===== src/rtl/pipe_hazard_ctrl.sv =====
`default_nettype none
// ============================================================================
// Module      : pipe_hazard_ctrl
// Description : Hazard, stall and forwarding controller for the in-order MIPS
//               pipeline. Tracks every in-flight destination register from EX
//               through the last bypassable writeback slot. It generates:
//                 - the load-use stall,
//                 - branch/jump/exception flushes,
//                 - the ALU operand bypass selects.
// Revision    : 1.0  initial release
// ----------------------------------------------------------------------------
// Parameters
//   REG_AW      register address width
//   FWD_DEPTH   number of post-EX stages with a bypass path
//               (slot 1 = EX_MEM, slot FWD_DEPTH = last writeback slot)
//   LOAD_READY  first slot index at which load data may be bypassed
// Ports
//   clk           in   clock
//   reset         in   asynchronous reset, active low
//   id_valid      in   ID holds a real instruction
//   id_rs/id_rt   in   ID source register addresses
//   id_use_rs/rt  in   ID instruction actually reads rs / rt
//   id_wr_en      in   ID instruction writes a register
//   id_wr_addr    in   ID destination (after RegDst resolution)
//   id_is_load    in   ID instruction is a load
//   id_jump       in   jump / jr decoded in ID
//   ex_br_taken   in   branch resolved taken in EX
//   exc_req       in   interrupt / exception entry
//   stall         out  hold PC and IF_ID, bubble into ID_EX
//   flush_if_id   out  clear IF_ID
//   flush_id_ex   out  clear ID_EX
//   fwd_a_sel     out  operand A source (0 = register file, k = slot k)
//   fwd_b_sel     out  operand B source, same encoding
//   stall_cnt     out  saturating stall-cycle counter  (HAZ_STATS_EN only)
//   flush_cnt     out  saturating flush-cycle counter  (HAZ_STATS_EN only)
// Configuration
//   Define HAZ_STATS_EN to add the stall_cnt / flush_cnt statistics ports.
// ============================================================================
module pipe_hazard_ctrl #(
  parameter int REG_AW     = 5,
  parameter int FWD_DEPTH  = 2,
  parameter int LOAD_READY = 2,
  localparam int FSW       = $clog2(FWD_DEPTH + 1)
) (
  input  logic              clk,
  input  logic              reset,
  input  logic              id_valid,
  input  logic [REG_AW-1:0] id_rs,
  input  logic [REG_AW-1:0] id_rt,
  input  logic              id_use_rs,
  input  logic              id_use_rt,
  input  logic              id_wr_en,
  input  logic [REG_AW-1:0] id_wr_addr,
  input  logic              id_is_load,
  input  logic              id_jump,
  input  logic              ex_br_taken,
  input  logic              exc_req,
  output logic              stall,
  output logic              flush_if_id,
  output logic              flush_id_ex,
  output logic [FSW-1:0]    fwd_a_sel,
  output logic [FSW-1:0]    fwd_b_sel
`ifdef HAZ_STATS_EN
  ,
  output logic [31:0]       stall_cnt,
  output logic [31:0]       flush_cnt
`endif
);

  // --------------------------------------------------------------------------
  // Tracking slot: one in-flight instruction's destination information.
  // --------------------------------------------------------------------------
  typedef struct packed {
    logic              v;
    logic              wr_en;
    logic [REG_AW-1:0] addr;
    logic              is_load;
  } slot_t;

  slot_t slot_q [0:FWD_DEPTH];
  slot_t slot_d [0:FWD_DEPTH];

  // Source operands of the instruction currently in EX (slot 0 only).
  logic [REG_AW-1:0] ex_rs_q,     ex_rs_d;
  logic [REG_AW-1:0] ex_rt_q,     ex_rt_d;
  logic              ex_use_rs_q, ex_use_rs_d;
  logic              ex_use_rt_q, ex_use_rt_d;

  // Internal, un-gated control terms.
  logic              flush_req;
  logic              hazard;
  logic              stall_int;
  logic              load_id;
  logic [FSW-1:0]    sel_a;
  logic [FSW-1:0]    sel_b;

  // A slot produces register a only if it is a live writer of a non-zero
  // register; $0 is hardwired and must never be bypassed.
  function automatic logic slot_match(input slot_t s, input logic [REG_AW-1:0] a);
    return s.v & s.wr_en & (s.addr == a) & (a != '0);
  endfunction

  // Load data only exists from slot LOAD_READY onward; ALU results are
  // available from every post-EX slot.
  function automatic logic slot_ready(input int k, input logic is_load);
    return !is_load || (k >= LOAD_READY);
  endfunction

  // --------------------------------------------------------------------------
  // Flush / stall resolution
  // --------------------------------------------------------------------------
  assign flush_req = ex_br_taken | exc_req;

  // A load in slot k reaches slot k+1 when the ID instruction reaches EX; if
  // that is still short of LOAD_READY the consumer cannot be fed and must wait.
  always_comb begin
    hazard = 1'b0;
    for (int k = 0; k < FWD_DEPTH; k++) begin
      if (slot_q[k].is_load && ((k + 1) < LOAD_READY)) begin
        if ((id_use_rs && slot_match(slot_q[k], id_rs)) ||
            (id_use_rt && slot_match(slot_q[k], id_rt))) begin
          hazard = 1'b1;
        end
      end
    end
  end

  // A flush kills the ID instruction anyway, so it overrides the stall.
  assign stall_int = id_valid & hazard & ~flush_req;

  // Slot 0 captures the ID instruction only when it really advances into EX.
  assign load_id = id_valid & ~stall_int & ~flush_req;

  // Outputs are forced low while reset is asserted; this also aborts an
  // in-progress stall immediately, without waiting for a clock edge.
  assign stall       = reset & stall_int;
  assign flush_id_ex = reset & flush_req;
  // A stalled jump holds off its IF_ID flush until it actually leaves ID.
  // When a taken branch coincides with a jump, the jump is on the wrong path
  // and is simply covered by the branch flush.
  assign flush_if_id = reset & (flush_req | (id_jump & ~stall_int));

  // --------------------------------------------------------------------------
  // Tracking shift register: next-state
  // --------------------------------------------------------------------------
  always_comb begin
    slot_d[0]   = '0;
    ex_rs_d     = '0;
    ex_rt_d     = '0;
    ex_use_rs_d = 1'b0;
    ex_use_rt_d = 1'b0;
    if (load_id) begin
      slot_d[0].v       = 1'b1;
      slot_d[0].wr_en   = id_wr_en;
      slot_d[0].addr    = id_wr_addr;
      slot_d[0].is_load = id_is_load;
      ex_rs_d           = id_rs;
      ex_rt_d           = id_rt;
      ex_use_rs_d       = id_use_rs;
      ex_use_rt_d       = id_use_rt;
    end
    // Older slots advance one stage; the oldest entry falls off the end.
    for (int k = 1; k <= FWD_DEPTH; k++) begin
      slot_d[k] = slot_q[k-1];
    end
  end

  // --------------------------------------------------------------------------
  // Tracking shift register: state
  // --------------------------------------------------------------------------
  always_ff @(posedge clk or negedge reset) begin
    if (!reset) begin
      for (int k = 0; k <= FWD_DEPTH; k++) begin
        slot_q[k] <= '0;
      end
      ex_rs_q     <= '0;
      ex_rt_q     <= '0;
      ex_use_rs_q <= 1'b0;
      ex_use_rt_q <= 1'b0;
    end else begin
      for (int k = 0; k <= FWD_DEPTH; k++) begin
        slot_q[k] <= slot_d[k];
      end
      ex_rs_q     <= ex_rs_d;
      ex_rt_q     <= ex_rt_d;
      ex_use_rs_q <= ex_use_rs_d;
      ex_use_rt_q <= ex_use_rt_d;
    end
  end

  // --------------------------------------------------------------------------
  // Operand bypass selection for the instruction in EX.
  // Scanning from the oldest slot toward the youngest lets the youngest
  // ready producer overwrite any older one.
  // --------------------------------------------------------------------------
  always_comb begin
    sel_a = '0;
    sel_b = '0;
    for (int k = FWD_DEPTH; k >= 1; k--) begin
      if (ex_use_rs_q && slot_match(slot_q[k], ex_rs_q) &&
          slot_ready(k, slot_q[k].is_load)) begin
        sel_a = FSW'(k);
      end
      if (ex_use_rt_q && slot_match(slot_q[k], ex_rt_q) &&
          slot_ready(k, slot_q[k].is_load)) begin
        sel_b = FSW'(k);
      end
    end
  end

  assign fwd_a_sel = reset ? sel_a : '0;
  assign fwd_b_sel = reset ? sel_b : '0;

`ifdef HAZ_STATS_EN
  // --------------------------------------------------------------------------
  // Saturating statistics counters
  // --------------------------------------------------------------------------
  logic [31:0] stall_cnt_q, stall_cnt_d;
  logic [31:0] flush_cnt_q, flush_cnt_d;

  always_comb begin
    stall_cnt_d = stall_cnt_q;
    flush_cnt_d = flush_cnt_q;
    if (stall && (stall_cnt_q != '1)) begin
      stall_cnt_d = stall_cnt_q + 32'd1;
    end
    if ((flush_id_ex || flush_if_id) && (flush_cnt_q != '1)) begin
      flush_cnt_d = flush_cnt_q + 32'd1;
    end
  end

  always_ff @(posedge clk or negedge reset) begin
    if (!reset) begin
      stall_cnt_q <= '0;
      flush_cnt_q <= '0;
    end else begin
      stall_cnt_q <= stall_cnt_d;
      flush_cnt_q <= flush_cnt_d;
    end
  end

  assign stall_cnt = stall_cnt_q;
  assign flush_cnt = flush_cnt_q;
`endif

endmodule
`default_nettype wire


===== config.mk =====
export PLATFORM = sky130hd
export DESIGN_NAME = pipe_hazard_ctrl
export DESIGN_NICKNAME = d
export VERILOG_FILES = /design/src/rtl/pipe_hazard_ctrl.sv
export SDC_FILE = /design/constraint.sdc
export NUM_CORES = 1
export LEC_CHECK = 0
export CAP_MARGIN = 20
export CORE_AREA = 2 2 62 64
export CTS_CLUSTER_DIAMETER = 40
export DETAILED_ROUTE_END_ITERATION = 12
export DIE_AREA = 0 0 64 66
export MAX_ROUTING_LAYER = met4
export PLACE_DENSITY = 0.76
export SLEW_MARGIN = 10
export SYNTH_ARGS = -nofsm -noshare
export SYNTH_HDL_FRONTEND = slang
export SYNTH_SLANG_ARGS = --single-unit

===== constraint.sdc =====
create_clock -name clk -period 2.5 [get_ports clk]
set_input_delay 0.5 -clock clk [delete_from_list [all_inputs] [get_ports clk]]
set_output_delay 0.5 -clock clk [all_outputs]
set_load 0.01 [all_outputs]

==> flow_summary.json, run 1 <==
{
  "port-buffer-count": 31,
  "hold_buffers": 0,
  "drcViolationCount": 0,
  "yosys.area.top_type": "dfrtp_1",
  "final_core_util_pct": 60.64,
  "maxSlewViolCount": 0,
  "setup_viol": 0,
  "drive_above_1_share_pct": 31.52,
  "final_nets": 210,
  "synth.top_cells.by_count": "dfrtp_1 (35), xnor2_1 (16), xor2_1 (12)",
  "drv_cap": 0,
  "slew_headroom_pct": 75.32,
  "cts_sinks": 35,
  "cp_max_fo": 2,
  "finalWorstPathRequiredPeriod_ns": 2.430,
  "layout-area-overhead-vs-synth_pct": 42.11,
  "grt_max_degree": 21,
  "vias_per_cell": 4.983,
  "clockRootBuffer": "clkbuf_4",
  "start_util_pct": 42.67,
  "worst_slew_pin_slew_ns": 0.3669,
  "yosysMostFrequentCell": "dfrtp_1",
  "diodes": 0,
  "hold_path_class": "reg -> reg",
  "synth_nets": 150,
  "synth_top_area_share_pct": 57.80,
  "powerDensity_nw_per_um2": 458.4,
  "synthArstFlopShare_pct": 100.0,
  "vias": 1156,
  "gr-usage-all-layers_pct": 19.34,
  "finalWirelength_um": 3543,
  "cp.required_ns": 2.00,
  "cts.path.max_buffers": 2,
  "grt_setup_unrepaired": "yes",
  "critical_path_arrival_ns": 1.93,
  "antenna_found_initial": 0,
  "io_pins": 32,
  "grt_pass1_wl_um": 5809,
  "core-area_um2": 3551,
  "max_freq_ghz": 0.4115,
  "ys_types": 25,
  "cts_tree": "done",
  "leakage_uw": 0.001038,
  "path_class": "in -> out",
  "ys_ff_latch": 35,
  "hold_viol": 0,
  "fin_crit_sh_pct": 97.20,
  "grt_pass1_vias": 1290,
  "place_congestion": 0.8786,
  "path_clk_slew_ns": 0.08,
  "multi_input_area_um2": 711.9,
  "synth_cells": 125,
  "cp-start-kind": "input pin",
  "ff_latch_area_um2": 875.8,
  "synth-seq-area-share_pct": 57.80,
  "die_w_um": 64,
  "ant_nets": 0,
  "ys_top_cells_by_area": "dfrtp_1 (58%), xnor2_1 (9.2%), xor2_1 (6.9%)",
  "avgSynthCellArea_um2": 12.12,
  "cp-end-kind": "output port",
  "cpPeakStageDelay_ns": 0.55,
  "syn-cell-area_um2": 1515,
  "synth_edf_count": 0,
  "power_uw": 987.2,
  "synth_top_flop_cell": "dfrtp_1",
  "cts_buffers": 5,
  "fin_skew_ns": 0.006279,
  "nFillCells": 284,
  "die_h_um": 66,
  "yosysWarnings": 0,
  "overflow": 0,
  "htree_levels": 2,
  "wl_per_cell_um": 15.27,
  "placementRows": 22,
  "dieArea_um2": 4224,
  "finalSetupTns_ns": 0,
  "crit_path_top_delay_cell": "or4_4",
  "ir_drop_uv": 307.3,
  "drtIter0Drc": 27,
  "first_pass_iters": 4,
  "rrSetupSlack_ns": 0.73,
  "run_status": "completed",
  "clock_latency_ns": 0.32,
  "crit_chain": "dlygate4sd2_1 -> or4_4 -> a21oi_4 -> o41ai_2 -> a311oi_1 -> buf_2"
}
## metal layers
metal  global-route usage (%)  part of all wire (%)
met4                    11.68                   4.3
met5                        -                     0
met1                    18.15                    36
met3                    4.089                   3.7
met2                    36.07                    56
## cell type report
| class | count | area share, % |
|---|---|---|
| Clock buffer | 6 | 1.917 |
| Inverter | 1 | 0.1743 |
| Multi-Input combinational cell | 87 | 33.06 |
| Sequential cell | 35 | 40.67 |
| Tap cell | 48 | 2.789 |
| Timing Repair Buffer | 55 | 21.38 |
## worst max-delay path: cells and delay by family
family / cells / cell delay, ns
and+or+nand+nor: 1 / 0.55
buffers and inverters: 2 / 0.42
AOI/OAI and AO/OA: 3 / 0.46
## path summary, 6_finish.rpt
| kind | from | endpoint | cells after the start |
|---|---|---|---|
| worst max-delay path | id_rt[0] | flush_if_id | 6 |
| worst min-delay path | slot_d[6] | slot_q[6] | 0 |
| worst max register to register | slot_d[12] | ex_rs_q[4] | 6 |
| worst min register to register | slot_d[6] | slot_q[6] | 0 |
| max in group asynchronous | reset | ex_rs_q[2] | 3 |
| min in group asynchronous | reset | slot_q[2] | 2 |
## sequential cells by signal, indices dropped and copies added, names as in the netlist
| signal | cells |
|---|---|
| ex_use_rs_q | 1 |
| ex_rs_q | 5 |
| ex_rt_q | 5 |
| slot_q | 7 |
| slot_d | 16 |
| ex_use_rt_q | 1 |
## per-stage QoR
stage / setup slack (ns) / hold WS, ns / instances / cell area, um2
2_1_floorplan: 0.3139 / 0.2044 / 125 / 1515
3_3_place_gp: -0.5770 / 0.3625 / 220 / 2008
3_5_place_dp: -0.6238 / 0.3716 / 220 / 2008
4_1_cts: 0.002293 / 0.3903 / 231 / 2128
5_1_grt: -0.01611 / 0.3984 / 232 / 2153
6_report: 0.07010 / 0.3892 / 232 / 2153
## what timing repair did
| action | in CTS | in global routing |
|---|---|---|
| pin swaps | 7 | 6 |
| gates cloned | 0 | 0 |
| buffers inserted | 5 | 1 |
| resized for setup | 42 | 9 |
| setup endpoints to repair | 7 | 6 |
## kinds of logic after synthesis
kind of cell / synth area share, %
simple gates: 21.63
flops: 57.80
xor+xnor: 16.18
compound gates: 3.303
buf+inv: 1.073
## power breakdown
part           switching, uW  internal (uW)  total (uW)
logic                   58.4           76.4         135
clock network            157           99.9         257
registers               14.4            581         595
## layout by cell type, fill, tap and decap left out, drive strengths merged
master / synthesis / routed
nor2: 4 / 4
nand3b: 1 / 1
dlymetal6s2s: 0 / 1
dfrtp: 35 / 35
nand3: 2 / 2
and4: 1 / 1
xor2: 12 / 12
inv: 1 / 1
nand4: 5 / 5
clkdlybuf4s50: 0 / 15
nor3b: 2 / 2
and2: 21 / 21
a311oi: 1 / 1
a21oi: 1 / 1
clkbuf: 1 / 7
dlygate4sd2: 0 / 9
nor4: 4 / 4
o21ai: 2 / 2
nor3: 4 / 4
o41ai: 2 / 2
a211o: 1 / 1
nand2: 4 / 4
or4: 4 / 4
xnor2: 16 / 16
buf: 1 / 28
clkdlybuf4s15: 0 / 1
Note: power is estimated with default switching activity, not from simulation.
==> run 2: changes to the inputs <==
Settings changed: CAP_MARGIN 20 to 10, SKIP_LAST_GASP set to 1.
==> flow_summary.json, run 2 (same netlist as run 1, synthesis figures left out) <==
{
  "placed_cells": 220,
  "antenna_found_initial": 0,
  "port-buffer-count": 31,
  "core-area_um2": 3551,
  "worst_slew_pin_slew_ns": 0.3669,
  "clockRootBuffer": "clkbuf_4",
  "place_congestion": 0.8786,
  "finalWorstPathRequiredPeriod_ns": 2.478,
  "diodes": 0,
  "powerDensity_nw_per_um2": 458.1,
  "gr-usage-all-layers_pct": 19.34,
  "grt_pass1_vias": 1290,
  "vias_per_cell": 4.983,
  "r2r_cells": 6,
  "drcViolationCount": 0,
  "final_common_cell": "dfrtp_1",
  "final_nets": 210,
  "slew_headroom_pct": 75.32,
  "dieArea_um2": 4224,
  "vias": 1156,
  "cts_sinks": 35,
  "min-delay-start": "slot_d[6]",
  "ant_nets": 0,
  "path_clk_slew_ns": 0.09,
  "cp_max_fo": 2,
  "drv_cap": 0,
  "grt_setup_unrepaired": "yes",
  "setup_ws_ns": 0.02211,
  "cts.path.max_buffers": 2,
  "dpl_cell_area_um2": 2008,
  "die_h_um": 66,
  "critical_path_arrival_ns": 1.98,
  "ff_latch_area_um2": 875.8,
  "crit_chain": "nand3b_1 -> or4_4 -> nor4_4 -> and2_1 -> clkdlybuf4s15_2",
  "drive_above_1_share_pct": 30.98,
  "setup_viol": 0,
  "ir_drop_uv": 307.3,
  "multi_input_area_um2": 706.9,
  "hold_viol": 0,
  "run_status": "completed",
  "finalSetupTns_ns": 0,
  "finalInstanceArea_um2": 2155,
  "whs_path_depth": 0,
  "path_class": "reg -> out",
  "power_uw": 987.1,
  "drtIter0Drc": 31,
  "cts_buffers": 5,
  "leakage_uw": 0.001036,
  "pre_cts_ws_ns": -0.6238,
  "first_pass_iters": 4,
  "overflow": 0,
  "cp-end-kind": "output port",
  "crit_path_top_delay_cell": "or4_4",
  "fin_cells": 232,
  "cpPeakStageDelay_ns": 0.56,
  "htree_levels": 2,
  "cp-start-kind": "register",
  "io_pins": 32,
  "cp.required_ns": 2.00,
  "clock_latency_ns": 0.32,
  "fin_skew_ns": 0.006279,
  "layout-area-overhead-vs-synth_pct": 42.20,
  "largest_reg_flops": 16,
  "fin_crit_sh_pct": 99.12,
  "hold_path_class": "reg -> reg",
  "cts_tree": "done",
  "die_w_um": 64,
  "layout_common_cells": "dfrtp_1 (35), buf_4 (23), xnor2_1 (16)",
  "finalWirelength_um": 3539,
  "placementRows": 22,
  "worstReg2RegStart": "slot_d[12]",
  "max_freq_ghz": 0.4036,
  "hold_end": "slot_q[6]",
  "r2r-end": "ex_rs_q[4]",
  "start_util_pct": 42.67,
  "grt_max_degree": 21,
  "rrSetupSlack_ns": 0.73,
  "nFillCells": 283,
  "maxSlewViolCount": 0,
  "grt_pass1_wl_um": 5809,
  "wl_per_cell_um": 15.25
}
## run 2: routing by layer
metal  vias to the layer above  GRT usage (%)  part of all wire (%)  wire length (um)
li1                        550              -                     -                 -
met1                       558          18.15                    36              1272
met2                        34          36.07                    56              1985
met3                        14          4.089                   3.7               130
met4                         0          11.68                   4.3               151
met5                         -              -                     0                 0
## run 2: how the worst max path moves through the flow
stage	from	end	slack, ns
after floorplan	id_rt[0]	flush_if_id	0.31
after global placement	id_rt[0]	flush_if_id	-0.58
after detailed placement	id_rt[0]	flush_if_id	-0.62
after CTS	id_rt[0]	flush_if_id	0.002
after global routing	ex_rs_q[4]	fwd_a_sel[0]	-0.09
final	slot_d[0]	fwd_a_sel[0]	0.02
## run 2: layout make-up
| class | count | share of cell area, % |
|---|---|---|
| multi-input cells | 87 | 32.81 |
| clock buffers | 6 | 1.916 |
| flip-flops and latches | 35 | 40.65 |
| well taps | 48 | 2.787 |
| inverters | 1 | 0.1742 |
| repair buffers | 55 | 21.66 |
## run 2: through the flow
stage | hold slack [ns] | utilization [%]
after global placement | 0.3625 | 56.55
after global routing | 0.3984 | 60.68
after CTS | 0.3903 | 59.94
after detailed placement | 0.3716 | 56.55
after floorplan | 0.2044 | -
final | 0.3892 | 60.68
## run 2: critical path: cells and delay by family, from the launching register on
kind | cells | cell delay [ns]
simple gates | 4 | 1.08
buf+inv | 1 | 0.21
flops | 1 | 0.36
## run 2: where the power goes
group / internal, uW / switching (uW) / total [uW] / leakage (uW)
Sequential: 581 / 14.4 / 595 / 0.000479
Combinational: 76.4 / 58.3 / 135 / 0.000533
Clock: 99.9 / 157 / 257 / 0.0000242
## run 2: repair_timing
item	CTS	global route
setup buffers	5	1
endpoints found under the setup margin	7	6
pin swaps	7	6
resized for setup	42	7
hold buffers	0	0
